==> src/rtl/pwm_generator_pkg.sv <==
// pwm_generator_pkg: shared PWM widths, period length and prescaler sizing helper
package pwm_generator_pkg;
  localparam int PWM_WIDTH = 8;
  localparam int PWM_PERIOD_TICKS = 255;
  localparam logic [PWM_WIDTH-1:0] CNT_MAX = PWM_WIDTH'(PWM_PERIOD_TICKS - 1);
  function automatic int psc_width(input int prescale);
    return prescale > 1 ? $clog2(prescale) : 1;
  endfunction
endpackage

==> src/rtl/pwm_prescaler.sv <==
// pwm_prescaler: emits a one-cycle tick every PRESCALE clk cycles while en is high
module pwm_prescaler
  import pwm_generator_pkg::*;
#(
  parameter int PRESCALE = 4
) (
  input  logic clk,
  input  logic rst,
  input  logic en,
  output logic tick
);
  localparam int W = psc_width(PRESCALE);
  localparam logic [W-1:0] LAST = W'(PRESCALE - 1);
  logic [W-1:0] psc;
  assign tick = en && psc == LAST;
  always_ff @(posedge clk) begin
    if (rst || !en) psc <= '0;
    else psc <= tick ? '0 : psc + W'(1);
  end
endmodule

==> src/rtl/pwm_generator.sv <==
// pwm_generator: 255-tick PWM with period-boundary duty shadowing and fully registered outputs
module pwm_generator
  import pwm_generator_pkg::*;
#(
  parameter int PRESCALE = 4
) (
  input  logic                 clk,
  input  logic                 rst,
  input  logic                 en,
  input  logic [PWM_WIDTH-1:0] pwm_val,
  output logic                 pwm_out,
  output logic                 period_start
);
  logic en_q, tick, start, wrap;
  logic [PWM_WIDTH-1:0] cnt, duty_sh;
  assign start = en && !en_q;
  assign wrap = tick && cnt == CNT_MAX;
  // The prescaler stays cleared on the enabling edge so the fresh period begins at psc=0.
  pwm_prescaler #(.PRESCALE(PRESCALE)) u_psc (
    .clk (clk),
    .rst (rst),
    .en  (en && en_q),
    .tick(tick)
  );
  // Gating with en_q keeps the stale duty from leaking out on the enabling edge.
  always_ff @(posedge clk) begin
    if (rst) begin
      en_q <= 1'b0;
      cnt <= '0;
      duty_sh <= '0;
      pwm_out <= 1'b0;
      period_start <= 1'b0;
    end else begin
      en_q <= en;
      period_start <= start || wrap;
      pwm_out <= en && en_q && (cnt < duty_sh);
      cnt <= (!en || start || wrap) ? '0 : tick ? cnt + 1'b1 : cnt;
      if (start || wrap) duty_sh <= pwm_val;
    end
  end
endmodule

==> config.mk <==
export PLATFORM = sky130hd
export DESIGN_NAME = pwm_generator
export DESIGN_NICKNAME = d
export VERILOG_FILES = /design/src/rtl/pwm_generator_pkg.sv /design/src/rtl/pwm_prescaler.sv /design/src/rtl/pwm_generator.sv
export SDC_FILE = /design/constraint.sdc
export NUM_CORES = 1
export LEC_CHECK = 0
export ABC_AREA = 1
export CAP_MARGIN = 25
export CORE_AREA = 8 8 65 67
export CTS_CLUSTER_DIAMETER = 40
export DETAILED_ROUTE_END_ITERATION = 10
export DIE_AREA = 0 0 73 75
export PLACE_DENSITY = 0.58
export SETUP_SLACK_MARGIN = 0.5
export SLEW_MARGIN = 25
export SYNTH_ARGS = -nofsm -noshare
export SYNTH_HDL_FRONTEND = slang
export SYNTH_SLANG_ARGS = --single-unit
==> constraint.sdc <==
create_clock -name clk -period 2.7 [get_ports clk]
set_input_delay 0.27 -clock clk [delete_from_list [all_inputs] [get_ports clk]]
set_output_delay 0.27 -clock clk [all_outputs]
set_load 0.05 [all_outputs]
== Yosys cells after proc, flatten, opt, wreduce, memory -nomap -nowiden ==
Index checks and enable logic that the tools add are counted.
W data, S select, Z words.
Word-level totals
  flip-flop bits (word level): 21
  output and inout port bits: 2
  logic and storage cells: 25
Cells by class
  add/sub/neg operators: 2
  $lt $le $gt $ge: 1
  equal/unequal tests: 2
  reductions and logical operators: 14
Operator list (count)
  $add A8 B1 Y8 const B: 1
  $eq A8 B8 Y1 const B: 1
  $lt A8 B8 Y1: 1
  $logic_and A1 B1 Y1: 5
  $logic_or A1 B1 Y1: 4
  $reduce_or A2 Y1: 2
  $logic_not A1 Y1: 3
  $add A2 B1 Y2 const B: 1
  $eq A2 B2 Y1 const B: 1

== Longest topological paths before layout ==
  depth in word-level cells: 5
  mapped depth: 9
  depth with buffers taken out: 8

== Modules after synthesis ==
From an unflattened synthesis, not the netlist that was laid out.
Unflattened totals
  cell total of the unflattened synthesis: 144
  area, all modules: 1107.3 um^2
Modules (own cells, without submodules)
  pwm_generator: instances 1, cells an instance 133, area each 1018.5 um^2, sequential area each 380.4 um^2
  pwm_prescaler: instances 1, cells an instance 11, area each 88.8 um^2, sequential area each 40.0 um^2

== Least setup slack after synthesis ==
Ideal clock, no wire load.
  kind: register to register
  start: register cnt[0]
  end: register duty_sh[0]
  data arrival time: 1222 ps
  data required time: 2585 ps
  slack: 1363 ps
  cell stages (with the launch flop): 9
  period minus slack after synthesis: 1337 ps
  cell sequence: dfxtp_1 -> inv_1 -> ha_1 -> nand2_1 -> nor2_1 -> nand3_4 -> buf_6 -> a21oi_1 -> nor2_1
On the way
  longest elaborated chain between the ends: 3
RTL lines
  start, declared: RTL line pwm_generator.sv:15  | logic [PWM_WIDTH-1:0] cnt, duty_sh;
  start signal, assigned: RTL line pwm_generator.sv:37  | cnt <= (!en || start || wrap) ? '0 : tick ? cnt + 1'b1 : cnt;
  $eq A8 B8 Y1: RTL line pwm_generator.sv:17  | assign wrap = tick && cnt == CNT_MAX;
  $logic_and A1 B1 Y1: RTL line pwm_generator.sv:17
  $logic_or A1 B1 Y1: RTL line pwm_generator.sv:38  | if (start || wrap) duty_sh <= pwm_val;
  end signal, assigned: RTL line pwm_generator.sv:38
  end, declared: RTL line pwm_generator.sv:15
Every way passes these cells.
A chain may end at the register's enable or synchronous reset.

== Worst setup path in the final report ==
  start: register period_start
  end: output period_start
RTL lines
  start, declared: RTL line pwm_generator.sv:12  | output logic period_start
  start signal, assigned: RTL line pwm_generator.sv:35  | period_start <= start || wrap;
No word-level cell between the ends.

==> reports/metrics.yaml <==
status: "completed"
cts_buffers: 3
grt_max_degree: 19
peakVddDrop_mv: 0.222
finalNetCount: 200
synth.avg_cell_area_sq_um: 7.04
ys_warn_count: 0
worst-slew-pin-transition_ns: 0.554
clock.fmax_ghz: 0.578
gp_congestion: 0.773
die_area_sq_um: 5480
overflow: 0
place_ws_ns: 1.04
max_stage_delay_ns: 0.81
vias_per_cell: 4.67
design_area_sq_um: 1340
h-tree-depth: 1
slew_headroom_pct: 63.1
n_fill_cell: 344
path_cells: "clkdlybuf4s50_1"
p_per_area_nw_per_um2: 416
hold_viol: 0
swShare_pct: 26.1
post-dp-hpwl_um: 1790
power.share.combinational_pct: 13.0
drc: 0
path_buf_inv: 1
ys_types: 20
grt_setup_unrepaired: "false"
final_cell_mix: "nand2_1, nor2_1, inv_1"
synth.area.mux_share_pct: 0
critPathSlowestCell: "clkdlybuf4s50_1"
setup_viol: 0
antenna_found_initial: 0
post-route-min-period_ns: 1.73
detail_route.wl_per_cell_um: 10.3
post_dp_cell_area_sq_um: 1320
timing.setup.tns_ns: 0
dr.first_iter.drc_count: 59
clk_pin_slew_ns: 0.12
arrival_ns: 1.46
clkLatencyLatePin_ns: 0.31
cts_buffer_depth: 2
ant_nets: 0
grt_pass1_wl_um: 3980
crit_path_end_kind: "output port"
critPathKind: "reg -> out"
required_ns: 2.43
synth_xor_area_share_pct: 0
place_inst: 220
clkPwrFrac_pct: 28.8
maxCapViolCount: 0
die_x_um: 73
drive_above_1_share_pct: 6.18
num_vias: 1045
synth_top_family_by_area: "simple AND/OR/NAND/NOR gates"
critical_path.max_fanout: 1
final_min_period_over_clock_period_pct: 64.1
synth_compound_area_share_pct: 7.76
start_kind: "flop"
cts-resized-gates: 0
synth_seq_cells: 21
layout_commonest_cell: "nand2_1"
postCtsSetupBuffers: 0
initial_core_util_pct: 35.9
coreArea_sq_um: 3230
hold_path.class: "reg -> reg"
dieHeight_um: 75
leakage_nw: 0.564
fin_worst_skew_ns: 0.00330
grt_use_total_pct: 9.26
p_int_uw: 413
synth_nets: 186
fin_ws_ns: 0.970
numPortBuffers: 12
diodes: 0
path_delay_family: "buffers and inverters"
syn_to_final_growth_pct: 15.5
synth-seq-area-share_pct: 36.2
hold_buffers: 0
switchingPower_uw: 146
root_buffer: "clkbuf_4"
instances_no_fill: 224
seqPwrFrac_pct: 58.1
first_pass_iters: 4
synthAdderAreaFrac_pct: 10.8
synth-simple-area-share_pct: 35.8
drv_slew: 0
grt_pass1_vias: 974
row_count: 21
syn-cell-area_sq_um: 1160
routed_wl_um: 2310
io_pins: 13
syn-instance-count: 165
cts_tree: "built"
cts.sinks: 21
==> sequential cells by signal, summed over array words and instances, names as in the netlist <==
signal / cells
en_q: 1
period_start: 1
u_psc.psc: 2
duty_sh: 8
pwm_out: 1
cnt: 8
==> cell usage after synthesis <==
| cell | number | area (sq um) |
|---|---|---|
| nand2_1 | 37 | 139 |
| nor2_1 | 25 | 93.8 |
| inv_1 | 23 | 86.3 |
| dfxtp_1 | 21 | 420 |
| a21oi_1 | 17 | 85.1 |
| nand3_1 | 14 | 70.1 |
| ha_1 | 10 | 125 |
| nand4_1 | 3 | 18.8 |
| nand2_2 | 2 | 12.5 |
| nor2_4 | 2 | 22.5 |
| or2_2 | 2 | 12.5 |
| buf_2 | 1 | 5.00 |
| buf_4 | 1 | 7.51 |
| buf_6 | 1 | 11.3 |
| nand3_2 | 1 | 10.0 |
| nand3_4 | 1 | 17.5 |
| nor3_1 | 1 | 5.00 |
| nor3b_1 | 1 | 7.51 |
| o21ai_0 | 1 | 5.00 |
| or2_1 | 1 | 6.26 |
==> path summary, 6_finish.rpt <==
| check | slack [ns] | endpoint | cells after the start | startpoint |
|---|---|---|---|---|
| setup reg to reg | 1.16 | cnt[4] | 6 | cnt[1] |
| hold reg to reg | 0.43 | u_psc.psc[0] | 1 | u_psc.psc[0] |
| setup / recovery | 0.97 | period_start | 1 | period_start |
| hold / removal | 0.43 | u_psc.psc[0] | 1 | u_psc.psc[0] |
==> power by group through the flow <==
stage | Combinational [mW] | Sequential (mW) | Clock, mW
5_1_grt | 0.0850 | 0.326 | 0.178
4_1_cts | 0.0737 | 0.325 | 0.169
3_3_place_gp | 0.0713 | 0.331 | 0
6_report | 0.0728 | 0.325 | 0.161
2_1_floorplan | 0.0440 | 0.335 | 0
3_5_place_dp | 0.0733 | 0.332 | 0
==> per-layer routing <==
layer  wire length [um]  global-route usage (%)  up-vias
li1                   -                       -      550
met1               1080                    10.4      471
met2               1080                    15.7       19
met3                 81                    1.46        5
met4                 67                    6.67        0
met5                  0                       0        -
==> cells by family (layout without fill, tap and decap cells) <==
logic type / after synthesis / after routing
buf+inv: 26 / 39
compound gates: 18 / 18
fa+ha+maj: 10 / 10
simple gates: 90 / 90
flops: 21 / 21
==> metrics by stage <==
stage	hold slack (ns)	power (mW)	util, %
after detailed placement	0.416	0.405	40.7
after floorplan	0.339	0.379	-
after CTS	0.435	0.568	41.5
after global routing	0.452	0.589	41.5
after global placement	0.407	0.403	40.7
final	0.428	0.559	41.5
==> area by class of cell <==
class | instances | area [sq um] | area share, %
multi-input cells | 118 | 631 | 47.0
flip-flops and latches | 21 | 420 | 31.3
repair buffers | 12 | 120 | 8.96
inverters | 23 | 86.3 | 6.44
well taps | 46 | 57.6 | 4.29
clock buffers | 4 | 26.3 | 1.96
No activity file was read; power rests on OpenSTA's default activity.
